--- src/rtl/rggen_external_apb_bridge.sv ---
// rggen_rtl_pkg
//   Shared encodings for the register bus direction and response status.
//
// rggen_external_apb_bridge
//   Converts one rggen_bus_if access at a time into an APB transfer.
//   Ports:
//     clk, rst      : clock (rising edge) and synchronous active-high reset
//     bus_if        : rggen_bus_if slave side (request in, done/response out)
//     psel, penable : APB phase controls
//     paddr, pwrite : APB address and direction (held from SETUP through ACCESS)
//     pwdata, pstrb : APB write payload and byte strobes (zero on reads)
//     pready        : APB ready from the completer
//     prdata        : APB read data
//     pslverr       : APB error response
//   Every output is a register or a decode of registers only.
package rggen_rtl_pkg;
    typedef enum logic {
        RGGEN_READ  = 1'b0,
        RGGEN_WRITE = 1'b1
    } rggen_direction;

    typedef enum logic [1:0] {
        RGGEN_OKAY         = 2'b00,
        RGGEN_EXOKAY       = 2'b01,
        RGGEN_SLAVE_ERROR  = 2'b10,
        RGGEN_DECODE_ERROR = 2'b11
    } rggen_status;
endpackage

module rggen_external_apb_bridge
    import rggen_rtl_pkg::*;
#(
    parameter int ADDRESS_WIDTH  = 16,
    parameter int DATA_WIDTH     = 32,
    parameter int TIMEOUT_CYCLES = 0
)(
    input  logic                      clk,
    input  logic                      rst,
    rggen_bus_if.slave                bus_if,
    output logic                      psel,
    output logic                      penable,
    output logic [ADDRESS_WIDTH-1:0]  paddr,
    output logic                      pwrite,
    output logic [DATA_WIDTH-1:0]     pwdata,
    output logic [DATA_WIDTH/8-1:0]   pstrb,
    input  logic                      pready,
    input  logic [DATA_WIDTH-1:0]     prdata,
    input  logic                      pslverr
);
    localparam int STRB_WIDTH = DATA_WIDTH / 8;
    localparam int CNT_WIDTH  = (TIMEOUT_CYCLES > 0) ? $clog2(TIMEOUT_CYCLES + 1) : 1;
    localparam bit TIMEOUT_EN = (TIMEOUT_CYCLES > 0);
    localparam logic [CNT_WIDTH-1:0] CNT_MAX  = CNT_WIDTH'(TIMEOUT_CYCLES);
    localparam logic [CNT_WIDTH-1:0] CNT_LAST =
        CNT_WIDTH'((TIMEOUT_CYCLES > 0) ? (TIMEOUT_CYCLES - 1) : 0);

    typedef enum logic [1:0] {
        ST_IDLE    = 2'd0,
        ST_SETUP   = 2'd1,
        ST_ACCESS  = 2'd2,
        ST_RESPOND = 2'd3
    } state_e;

    state_e                  state_q, state_d;
    logic [ADDRESS_WIDTH-1:0] addr_q, addr_d;
    logic                    write_q, write_d;
    logic [DATA_WIDTH-1:0]   wdata_q, wdata_d;
    logic [STRB_WIDTH-1:0]   strb_q, strb_d;
    logic [DATA_WIDTH-1:0]   rdata_q, rdata_d;
    logic                    slverr_q, slverr_d;
    logic [CNT_WIDTH-1:0]    cnt_q, cnt_d;

    logic capture_req;
    logic access_done;
    logic timeout_hit;

    // In ACCESS psel and penable are both high, so pready alone qualifies
    // the completion sample.
    assign capture_req = (state_q == ST_IDLE) && bus_if.request;
    assign access_done = (state_q == ST_ACCESS) && pready;
    // pready has priority: the timeout only fires on a cycle without it.
    assign timeout_hit = TIMEOUT_EN && (state_q == ST_ACCESS) && !pready
                         && (cnt_q == CNT_LAST);

    // State and datapath registers
    always_ff @(posedge clk) begin
        if (rst) begin
            state_q  <= ST_IDLE;
            addr_q   <= '0;
            write_q  <= 1'b0;
            wdata_q  <= '0;
            strb_q   <= '0;
            rdata_q  <= '0;
            slverr_q <= 1'b0;
            cnt_q    <= '0;
        end else begin
            state_q  <= state_d;
            addr_q   <= addr_d;
            write_q  <= write_d;
            wdata_q  <= wdata_d;
            strb_q   <= strb_d;
            rdata_q  <= rdata_d;
            slverr_q <= slverr_d;
            cnt_q    <= cnt_d;
        end
    end

    // Next-state logic
    always_comb begin
        state_d = state_q;
        case (state_q)
            ST_IDLE:    if (bus_if.request) state_d = ST_SETUP;
            ST_SETUP:   state_d = ST_ACCESS;
            ST_ACCESS:  if (pready || timeout_hit) state_d = ST_RESPOND;
            ST_RESPOND: state_d = ST_IDLE;
            default:    state_d = ST_IDLE;
        endcase
    end

    // Request capture, response capture and timeout counter
    always_comb begin
        addr_d   = addr_q;
        write_d  = write_q;
        wdata_d  = wdata_q;
        strb_d   = strb_q;
        rdata_d  = rdata_q;
        slverr_d = slverr_q;
        cnt_d    = cnt_q;

        if (capture_req) begin
            addr_d  = bus_if.address;
            write_d = (bus_if.direction == RGGEN_WRITE);
            // Reads present zero data and strobes on the APB side.
            wdata_d = (bus_if.direction == RGGEN_WRITE) ? bus_if.write_data : '0;
            strb_d  = (bus_if.direction == RGGEN_WRITE) ? bus_if.write_strobe : '0;
        end

        // Clearing in SETUP means the counter starts from zero on the first
        // ACCESS cycle.
        if (state_q == ST_SETUP) begin
            cnt_d = '0;
        end else if ((state_q == ST_ACCESS) && !pready && (cnt_q != CNT_MAX)) begin
            cnt_d = cnt_q + CNT_WIDTH'(1);
        end

        if (access_done) begin
            rdata_d  = write_q ? '0 : prdata;
            slverr_d = pslverr;
        end else if (timeout_hit) begin
            rdata_d  = '0;
            slverr_d = 1'b1;
        end
    end

    // Output decode
    always_comb begin
        psel             = (state_q == ST_SETUP) || (state_q == ST_ACCESS);
        penable          = (state_q == ST_ACCESS);
        paddr            = addr_q;
        pwrite           = write_q;
        pwdata           = wdata_q;
        pstrb            = strb_q;
        bus_if.done      = (state_q == ST_RESPOND);
        bus_if.read_data = (state_q == ST_RESPOND) ? rdata_q : '0;
        bus_if.status    = ((state_q == ST_RESPOND) && slverr_q) ? RGGEN_SLAVE_ERROR
                                                                 : RGGEN_OKAY;
    end
endmodule
--- src/rtl/rggen_external_apb_bridge_if.sv ---
// rggen_bus_if
//   Register-bus handshake between a register block (master) and an
//   external bus bridge (slave).
//   request      : master holds high until done
//   address      : byte address of the access
//   direction    : 1 = write, 0 = read (see rggen_rtl_pkg::rggen_direction)
//   write_data   : write payload
//   write_strobe : byte enables for write_data
//   done         : one-cycle completion pulse from the slave
//   read_data    : read payload, valid while done is high
//   status       : response code, valid while done is high
interface rggen_bus_if #(
    parameter int ADDRESS_WIDTH = 16,
    parameter int BUS_WIDTH     = 32
);
    logic                   request;
    logic [ADDRESS_WIDTH-1:0] address;
    logic                   direction;
    logic [BUS_WIDTH-1:0]   write_data;
    logic [BUS_WIDTH/8-1:0] write_strobe;
    logic                   done;
    logic [BUS_WIDTH-1:0]   read_data;
    logic [1:0]             status;

    modport master (
        output request, address, direction, write_data, write_strobe,
        input  done, read_data, status
    );

    modport slave (
        input  request, address, direction, write_data, write_strobe,
        output done, read_data, status
    );
endinterface

--- src/flat_wrapper.sv ---
// flat-port wrapper written by rule: the top's interface ports become plain ports
module rggen_external_apb_bridge_flat import rggen_rtl_pkg::*;
#(
    parameter int ADDRESS_WIDTH  = 16,
    parameter int DATA_WIDTH     = 32,
    parameter int TIMEOUT_CYCLES = 0
)
  (clk, rst, psel, penable, paddr, pwrite, pwdata, pstrb, pready, prdata, pslverr, bus_if_request, bus_if_address, bus_if_direction, bus_if_write_data, bus_if_write_strobe, bus_if_done, bus_if_read_data, bus_if_status);
  rggen_bus_if #(.ADDRESS_WIDTH(ADDRESS_WIDTH)) bus_if_i ();
  input  logic clk;
  input  logic rst;
  output logic psel;
  output logic penable;
  output logic [ADDRESS_WIDTH-1:0] paddr;
  output logic pwrite;
  output logic [DATA_WIDTH-1:0] pwdata;
  output logic [DATA_WIDTH/8-1:0] pstrb;
  input  logic pready;
  input  logic [DATA_WIDTH-1:0] prdata;
  input  logic pslverr;
  input wire logic [$bits(bus_if_i.request)-1:0] bus_if_request;
  input wire logic [$bits(bus_if_i.address)-1:0] bus_if_address;
  input wire logic [$bits(bus_if_i.direction)-1:0] bus_if_direction;
  input wire logic [$bits(bus_if_i.write_data)-1:0] bus_if_write_data;
  input wire logic [$bits(bus_if_i.write_strobe)-1:0] bus_if_write_strobe;
  output wire logic [$bits(bus_if_i.done)-1:0] bus_if_done;
  output wire logic [$bits(bus_if_i.read_data)-1:0] bus_if_read_data;
  output wire logic [$bits(bus_if_i.status)-1:0] bus_if_status;
  assign bus_if_i.request = bus_if_request;
  assign bus_if_i.address = bus_if_address;
  assign bus_if_i.direction = bus_if_direction;
  assign bus_if_i.write_data = bus_if_write_data;
  assign bus_if_i.write_strobe = bus_if_write_strobe;
  assign bus_if_done = bus_if_i.done;
  assign bus_if_read_data = bus_if_i.read_data;
  assign bus_if_status = bus_if_i.status;
  rggen_external_apb_bridge #(.ADDRESS_WIDTH(ADDRESS_WIDTH), .DATA_WIDTH(DATA_WIDTH), .TIMEOUT_CYCLES(TIMEOUT_CYCLES)) u_core (.clk(clk), .rst(rst), .bus_if(bus_if_i), .psel(psel), .penable(penable), .paddr(paddr), .pwrite(pwrite), .pwdata(pwdata), .pstrb(pstrb), .pready(pready), .prdata(prdata), .pslverr(pslverr));
endmodule
--- config.mk ---
export PLATFORM = sky130hd
export DESIGN_NAME = rggen_external_apb_bridge_flat
export DESIGN_NICKNAME = d
export VERILOG_FILES = /design/src/rtl/rggen_external_apb_bridge.sv /design/src/rtl/rggen_external_apb_bridge_if.sv /design/src/flat_wrapper.sv
export SDC_FILE = /design/constraint.sdc
export NUM_CORES = 1
export LEC_CHECK = 0
export CAP_MARGIN = 20
export CORE_ASPECT_RATIO = 1.4
export CORE_UTILIZATION = 25
export DETAILED_ROUTE_END_ITERATION = 16
export PLACE_DENSITY = 0.59
export SYNTH_ARGS = -nofsm -noshare
export SYNTH_HDL_FRONTEND = slang
export SYNTH_SLANG_ARGS = --single-unit
--- constraint.sdc ---
create_clock -name clk -period 4.05 [get_ports clk]
set_clock_uncertainty 0.15 [all_clocks]
set_input_delay 0.6075 -clock clk [delete_from_list [all_inputs] [get_ports clk]]
set_output_delay 0.6075 -clock clk [all_outputs]
set_load 0.1 [all_outputs]
# Yosys cells after proc, flatten, opt, wreduce, memory -nomap -nowiden
# Index checks and enable logic that the tools add are counted.
[op_classes]
eq_ne = 5
muxes = 8
reduce_logical = 6
[op_table]
columns = ["op", "n"]
rows = [
  ["2-to-1 mux 32 bit", 3],
  ["one-hot mux 2 bit (4 select lines)", 1],
  ["2-to-1 mux 2 bit", 3],
  ["equality test 2 bit, second input constant", 2],
  ["2-to-1 mux 4 bit", 1],
  ["logical AND 1 bit", 3],
  ["equality test 2 x 1 -> 1 bit, second input constant", 1],
  ["zero test 2 bit", 1],
  ["inequality test 2 x 1 -> 1 bit, second input constant", 1],
  ["inequality test 2 bit, second input constant", 1],
  ["AND reduction 2 bit", 1],
  ["logical OR 1 bit", 1],
]
[word_totals]
register_bits = 88
input_bits = 90
out_inout_bits = 90

# Logic depth before layout (Yosys ltp)
# Gate-level depths: netlist (run 1).
[logic_depth]
word_depth = 3
depth_mapped = 7

# Least setup slack after synthesis (run 1)
# No wires, ideal clock.
[synth_timing]
path_type = "register to output"
start = "reg u_core.state_q[1]"
end = "out bus_if_read_data[10]"
arrival_time_ns = 2.267
slack_ns = 1.025
path_stages_with_launch = 4
n_path_buf = 1
path_cell_list = "dfxtp_1 -> ha_1 -> clkbuf_1 -> and2_1"
[synth_via]
elab_chain_cells = 2
[synth_lines]
columns = ["item", "line_no", "text"]
rows = [
  ["from (decl)", "rggen_external_apb_bridge.sv:64", "state_e state_q, state_d;"],
  ["from (signal assigned)", "rggen_external_apb_bridge.sv:97", "state_q <= state_d;"],
  ["equality test 2 bit", "-", ""],
  ["named net bus_if_done", "flat_wrapper.sv:26", "output wire logic [$bits(bus_if_i.done)-1:0] bus_if_done;"],
  ["2-to-1 mux 32 bit", "rggen_external_apb_bridge.sv:164", "bus_if.read_data = (state_q == ST_RESPOND) ? rdata_q : '0;"],
  ["to (decl)", "flat_wrapper.sv:27", "output wire logic [$bits(bus_if_i.read_data)-1:0] bus_if_read_data;"],
]
# The timed path passes the listed nets, and every way through them passes these cells.

# Worst setup path after layout (run 1)
[layout_timing]
start = "reg u_core.state_q[1]"
end = "out psel"
[layout_via]
elab_chain_cells = 2
[layout_lines]
columns = ["item", "line_no", "text"]
rows = [
  ["equality test 2 x 1 -> 1 bit or equality test 2 bit (tied branches)", "-", ""],
  ["logical OR 1 bit *", "rggen_external_apb_bridge.sv:157", "psel = (state_q == ST_SETUP) || (state_q == ST_ACCESS);"],
  ["to (decl)", "flat_wrapper.sv:12", "output logic psel;"],
]
# Mark *: on every way between the ends. The rest lies on a longest branch, timed or not.

==> results of run 1 <==
## logic make-up after synthesis
family                     after synthesis  synth area share, %
adders and majority gates                5                 1.74
buffers and inverters                   45                 5.61
DFF                                     88                 49.0
AOI/OAI and AO/OA                       88                 12.4
and+or+nand+nor                        214                 31.1
other                                    1                0.104
## placed cells by master (no fill, tap or decap), types with 2 or more instances in the layout
cell type / netlist / layout
sky130_fd_sc_hd__ha_1: 5 / 5
sky130_fd_sc_hd__nand2_1: 105 / 104
sky130_fd_sc_hd__clkdlybuf4s50_1: 0 / 142
sky130_fd_sc_hd__bufinv_16: 0 / 2
sky130_fd_sc_hd__nand4b_1: 32 / 32
sky130_fd_sc_hd__inv_1: 2 / 2
sky130_fd_sc_hd__nand3_1: 37 / 37
sky130_fd_sc_hd__o31ai_1: 2 / 2
sky130_fd_sc_hd__a21oi_1: 86 / 86
sky130_fd_sc_hd__clkbuf_8: 0 / 2
sky130_fd_sc_hd__nor2_1: 2 / 2
sky130_fd_sc_hd__dfxtp_1: 88 / 88
sky130_fd_sc_hd__clkbuf_16: 0 / 9
sky130_fd_sc_hd__and2_1: 34 / 33
sky130_fd_sc_hd__buf_4: 2 / 39
## state kept, by name, indices dropped and copies added, names as in the netlist
signal and cells:
u_core.rdata_q 32, u_core.slverr_q 1, u_core.pwdata 32, u_core.pwrite 1, u_core.pstrb 4, u_core.state_q 2, u_core.paddr 16
## area by class of cell
| class | instances | area share, % |
|---|---|---|
| clock buffer | 12 | 4.48 |
| clock inverter | 4 | 1.33 |
| inverter | 2 | 0.131 |
| multi-input combinational | 308 | 28.5 |
| sequential | 88 | 30.8 |
| tap | 185 | 4.04 |
| timing repair buffer | 183 | 30.7 |
## where the power goes
| part | internal (W) | total (W) | switching [W] | leakage [nW] |
|---|---|---|---|---|
| clock | 0.000576 | 0.000914 | 0.000338 | 0.159 |
| sequential | 0.000977 | 0.00104 | 0.0000667 | 0.715 |
| combinational | 0.000375 | 0.00140 | 0.00102 | 1.17 |
## final timing paths
check                                   startpoint            endpoint  depth (start not counted)
worst max register to register   u_core.state_q[0]  u_core.rdata_q[26]                          7
worst max-delay path             u_core.state_q[1]                psel                          3
worst min-delay path            u_core.rdata_q[16]  u_core.rdata_q[16]                          2
worst min register to register  u_core.rdata_q[16]  u_core.rdata_q[16]                          2
## worst min-delay path, stage by stage, from the launching register on
cell                      delay, ns
sky130_fd_sc_hd__dfxtp_1       0.30
sky130_fd_sc_hd__nand2_1       0.05
sky130_fd_sc_hd__a21oi_1       0.05
## synth_stat cells
cell	n	area, sq um
sky130_fd_sc_hd__a21oi_1	86	430
sky130_fd_sc_hd__and2_1	34	213
sky130_fd_sc_hd__buf_1	3	11.3
sky130_fd_sc_hd__buf_2	14	70.1
sky130_fd_sc_hd__buf_4	2	15.0
sky130_fd_sc_hd__buf_6	1	11.3
sky130_fd_sc_hd__clkbuf_1	23	86.3
sky130_fd_sc_hd__conb_1	1	3.75
sky130_fd_sc_hd__dfxtp_1	88	1760
sky130_fd_sc_hd__ha_1	5	62.6
sky130_fd_sc_hd__inv_1	2	7.51
sky130_fd_sc_hd__nand2_1	105	394
sky130_fd_sc_hd__nand3_1	37	185
sky130_fd_sc_hd__nand4b_1	32	280
sky130_fd_sc_hd__nor2_1	2	7.51
sky130_fd_sc_hd__nor2b_1	1	6.26
sky130_fd_sc_hd__nor2b_4	1	13.8
sky130_fd_sc_hd__o31ai_1	2	15.0
sky130_fd_sc_hd__or4_1	1	7.51
sky130_fd_sc_hd__or4b_1	1	10.0
## metrics by stage
stage	total power (W)	cells	utilization, %	setup WS [ns]
2_1_floorplan	0.00209	441	-	1.03
3_3_place_gp	0.00241	764	38.3	1.40
3_5_place_dp	0.00244	764	38.3	1.38
4_1_cts	0.00337	780	40.6	1.00
5_1_grt	0.00353	782	41.0	0.932
6_report	0.00335	782	41.0	1.03
## routing by layer
| layer | vias up | part of all wire, % | global-route usage (%) |
|---|---|---|---|
| met1 | 1644 | 42 | 16.9 |
| met5 | - | 0 | 0 |
| met2 | 142 | 49 | 24.6 |
| met4 | 0 | 1.3 | 5.34 |
| li1 | 1787 | - | - |
| met3 | 13 | 7.6 | 4.72 |
==> summary.log, run 1 <==
qor: setup_path.critical_path_cell_list inv_1 -> ha_1 -> clkdlybuf4s50_1
qor: setup_path.critical_path.max_stage_delay 1.16 ns
qor: timing.min_period 3.02 ns
qor: detailed_routing.drt_iter0_drc 106
qor: pwr.power_density 586 nW/um^2
qor: synthesis.netlist_area 3590 sq um
qor: synthesis.yosys_warnings 0
qor: global_routing.grt_util_all_layers 14.5%
qor: detailed_routing.routed_via_density 4.59
qor: clocking.number_of_clock_sinks_seen_by_cts 88
qor: floorplanning.placementRows 51
qor: place.place_area 5350 sq um
qor: clocking.ctsHoldBuffers 0
qor: floorplanning.die-width 103 microns
qor: setup_path.worst-path-buf-inv 2
qor: worst_hold_path.hold_path_class flop to flop
qor: finish.finalNetCount 687
qor: detailed_routing.route.antenna.remaining_nets 0
qor: setup_path.crit_arrival 2.26 ns
qor: synthesis.synth.net_count 536
qor: clocking.clk_latency 0.33 ns
qor: timing.worst_slew_pin_slew 1.02 ns
qor: detailed_routing.avgRoutedWirePerCell 13.9 microns
qor: clocking.cts_max_path_buffers 2
qor: setup_path.r2r_slack 1.83 ns
qor: timing.tns 0 ns
qor: clocking.tritoncts done
qor: finish.multi_input_comb_area 1630 sq um
qor: finish.design_area 5720 sq um
qor: run.drv_cap 0
qor: clocking.cts_buffers 9
qor: detailed_routing.drc_errors 0
qor: synthesis.synth_cell_type_count 20
qor: clocking.cts_root_buffer sky130_fd_sc_hd__clkbuf_16
qor: pwr.leakage 2.05 nW
qor: global_routing.largest_net_degree_at_the_start_of_global_routing 91
qor: floorplanning.core_area 14000 sq um
qor: clocking.clock_tree.htree_level_count 3
qor: setup_path.timing.critical_path.max_delay_family buffers and inverters
qor: global_routing.globalRouteOverflowTotal 0
qor: setup_path.worst-setup-path-type flop to primary output
qor: floorplanning.initial_core_util 25.7%
qor: setup_path.critical_path.max_fanout 4
qor: timing.max_slew_violation_count 0
qor: finish.areaGrowthSynthToFinish 59.3%
qor: setup_path.startpoint_type flop
qor: global_routing.number_of_antenna_violations_at_the_first_check_in_global_routing 0
qor: place.post-dp-hpwl 7.03 mm
qor: floorplanning.io_pins 180
qor: synthesis.seq_area_frac_synth 49.0%
qor: timing.max_slew_margin 31.7%
qor: finish.fillerInstances 1398
qor: global_routing.grt_pass1_vias 3440
qor: finish.diodes 0
qor: synthesis.synth_seq_cells 88
qor: setup_path.critPathRequiredTime 3.29 ns
qor: clocking.ctsResizeCount 0
qor: timing.portion_of_the_clock_cycle_consumed_by_the_worst_path_in_the_final_layout 74.6%
qor: timing.grt_setup_unrepaired no
qor: timing.timing.hold.ws 0.296 ns
qor: detailed_routing.routed_wl 10.9 mm
qor: setup_path.cp_slowest_cell sky130_fd_sc_hd__clkdlybuf4s50_1
qor: global_routing.first_pass_grt_wire_length 16.7 mm
qor: clocking.cts_setup_buffers 0
qor: synthesis.avgSynthCellArea 8.15 sq um
qor: clocking.path_clk_slew 0.06 ns
qor: timing.timing.final.hold_violations 0
qor: place.finalWeightedCongestion 0.728
qor: detailed_routing.via_count 3586
qor: place.number_of_port_buffers 178
qor: pwr.power.ir.vdd_worst 0.294 mV
qor: finish.area.sequential 1760 sq um
qor: outcome.outcome finished clean
qor: floorplanning.die-height 144 microns
qor: synthesis.netlist_instances 441
qor: detailed_routing.drt_pass1_iterations 5
qor: floorplanning.die_footprint 14900 sq um
qor: timing.final-setup-viol-count 0
qor: timing.fmax 0.331 GHz
qor: finish.layout_cell_share_with_drive_strength_beyond_1 9.88%
qor: setup_path.end_kind primary output
Note: power is estimated with default switching activity, not from simulation.
==> run 2, diff against run 1 <==
--- a/config.mk
+++ b/config.mk
@@ -9,7 +9,7 @@
 export CORE_ASPECT_RATIO = 1.4
 export CORE_UTILIZATION = 25
 export DETAILED_ROUTE_END_ITERATION = 16
-export PLACE_DENSITY = 0.59
+export PLACE_DENSITY = 0.61
 export SYNTH_ARGS = -nofsm -noshare
 export SYNTH_HDL_FRONTEND = slang
 export SYNTH_SLANG_ARGS = --single-unit
==> constraint.sdc (replaced) <==
create_clock -name clk -period 2.7 [get_ports clk]
set_clock_uncertainty 0.15 [all_clocks]
set_input_delay 0.405 -clock clk [delete_from_list [all_inputs] [get_ports clk]]
set_output_delay 0.405 -clock clk [all_outputs]
set_load 0.1 [all_outputs]
==> run 2 against run 1 <==
Against the previous run:
- design area up 5.3%
- global-route usage up 0.13 points
- die area unchanged
- core utilization up 2.2 points
- first-iteration DRC count up 28%
- critical path type unchanged
- largest cell class is now buffers
- highest routed layer unchanged
==> summary.log, run 2 (synthesis gave the netlist of run 1 again) <==
qor: global_routing.globalRouteOverflowTotal 0
qor: pwr.switching_share 42.6%
qor: timing.worst_slew_pin_slew 0.543 ns
qor: timing.max_slew_violation_count 0
qor: worst_hold_path.hold_path_class input port to flop
qor: clocking.cts_root_buffer sky130_fd_sc_hd__clkbuf_16
qor: timing.tns 0 ns
qor: timing.max_slew_margin 63.8%
qor: detailed_routing.via_count 3661
qor: pwr.leakage 2.25 nW
qor: clocking.number_of_clock_sinks_seen_by_cts 88
qor: floorplanning.initial_core_util 25.7%
qor: place.finalWeightedCongestion 0.724
qor: finish.layout_cell_share_with_drive_strength_beyond_1 19.6%
qor: finish.fillerInstances 1379
qor: detailed_routing.drt_pass1_iterations 4
qor: pwr.power_report.internal_total 0.00287 W
qor: pwr.power.ir.vdd_worst 0.495 mV
qor: clocking.cts_max_path_buffers 2
qor: floorplanning.core_area 14000 sq um
qor: clocking.ctsHoldBuffers 0
qor: setup_path.critPathRequiredTime 2.14 ns
qor: detailed_routing.met3RoutedLength 772 microns
qor: timing.fmax 0.429 GHz
qor: global_routing.grt_util_all_layers 14.7%
qor: setup_path.startpoint_type flop
qor: finish.diodes 0
qor: finish.areaGrowthSynthToFinish 67.8%
qor: pwr.power_density 831 nW/um^2
qor: detailed_routing.drc_errors 0
qor: finish.finalNetCount 691
qor: floorplanning.die-height 144 microns
qor: timing.timing.final.hold_violations 0
qor: global_routing.number_of_antenna_violations_at_the_first_check_in_global_routing 0
qor: clocking.cts_buffers 9
qor: outcome.outcome finished clean
qor: global_routing.grt_pass1_vias 3460
qor: timing.portion_of_the_clock_cycle_consumed_by_the_worst_path_in_the_final_layout 86.3%
qor: run.drv_cap 0
qor: pwr.p_switching 0.00214 W
qor: detailed_routing.maxUsedRoutingLayer met4
qor: global_routing.largest_net_degree_at_the_start_of_global_routing 46
qor: pwr.combPwrFrac 41.5%
qor: setup_path.critical_path.max_fanout 34
qor: pwr.share_seq_of_total_power 31.1%
qor: place.number_of_port_buffers 178
qor: clocking.clk_latency 0.33 ns
qor: place.post-dp-hpwl 7.84 mm
qor: detailed_routing.routed_wl 11.0 mm
qor: finish.utilization 43.1%
qor: detailed_routing.route.layer.met1.wl 4.65 mm
qor: setup_path.worst-setup-path-type flop to primary output
qor: timing.min_period 2.33 ns
qor: clocking.cts_setup_buffers 0
qor: detailed_routing.met2_wirelength 5.48 mm
qor: pwr.clkPwrFrac 27.4%
qor: global_routing.first_pass_grt_wire_length 16.9 mm
qor: timing.grt_setup_unrepaired no
qor: clocking.ctsResizeCount 0
qor: setup_path.end_kind primary output
qor: detailed_routing.route.antenna.remaining_nets 0
qor: setup_path.crit_arrival 1.77 ns
qor: floorplanning.placementRows 51
qor: detailed_routing.routed_via_density 4.66
qor: clocking.tritoncts done
qor: detailed_routing.drt_iter0_drc 136
qor: clocking.path_clk_slew 0.06 ns
qor: floorplanning.die_footprint 14900 sq um
qor: floorplanning.io_pins 180
qor: finish.leading_cell_type_in_the_layout_fill_and_taps_excluded sky130_fd_sc_hd__nand2_1
qor: detailed_routing.avgRoutedWirePerCell 14.0 microns
qor: clocking.clock_tree.htree_level_count 3
qor: timing.final-setup-viol-count 0
qor: floorplanning.die-width 103 microns
qor: timing.timing.hold.ws 0.185 ns
qor: finish.layout_common_cells sky130_fd_sc_hd__nand2_1, sky130_fd_sc_hd__clkdlybuf4s50_1, sky130_fd_sc_hd__dfxtp_1
-- run 2: cell count changes in the layout (fill, tap and decap cells not counted), sizes merged --
cell,delta
buf,+58
clkdlybuf4s50,-54
-- run 2: metal layers --
metal	global-route usage, %	vias up
met3	4.23	9
met4	4.37	0
met5	0	-
met2	24.5	159
met1	18.0	1696
li1	-	1797
-- run 2: worst paths after layout --
kind                                          from                   end  slack, ns  cells past startpoint
worst max-delay path             u_core.state_q[1]  bus_if_read_data[28]       0.37                      3
worst min-delay path                           rst     u_core.state_q[0]       0.19                      2
worst max register to register   u_core.state_q[0]      u_core.pwdata[7]       0.80                      6
worst min register to register  u_core.rdata_q[31]    u_core.rdata_q[31]       0.30                      2
-- run 2: per-stage QoR --
step                cell area [sq um]  power, W  setup slack [ns]  std cells
global placement                 5700   0.00365             0.606        770
CTS                              6030   0.00507             0.364        786
global route                     6030   0.00525             0.299        786
finish                           6030   0.00501             0.370        786
detailed placement               5700   0.00368             0.537        770
floorplan                        3590   0.00314             0.193        441
-- run 2: final cells by class --
class                           count  area [sq um]  share of cell area (%)
Timing Repair Buffer              187          2060                    34.2
Sequential cell                    88          1760                    29.2
Multi-Input combinational cell    308          1640                    27.1
Clock buffer                       12           256                    4.25
Tap cell                          185           231                    3.84
Clock inverter                      4          76.3                    1.27
Inverter                            2          7.51                   0.125
-- run 2: power groups by stage --
stage / clock network (W) / logic (W) / registers, W
floorplan: 0 / 0.000823 / 0.00232
global placement: 0 / 0.00208 / 0.00158
detailed placement: 0 / 0.00210 / 0.00158
CTS: 0.00141 / 0.00210 / 0.00156
global route: 0.00147 / 0.00220 / 0.00158
finish: 0.00137 / 0.00208 / 0.00156
-- run 2: critical path: stages (launching register included) --
cell and delay [ns]:
sky130_fd_sc_hd__dfxtp_1 0.40, sky130_fd_sc_hd__ha_2 0.56, sky130_fd_sc_hd__and2_1 0.28, sky130_fd_sc_hd__buf_12 0.19
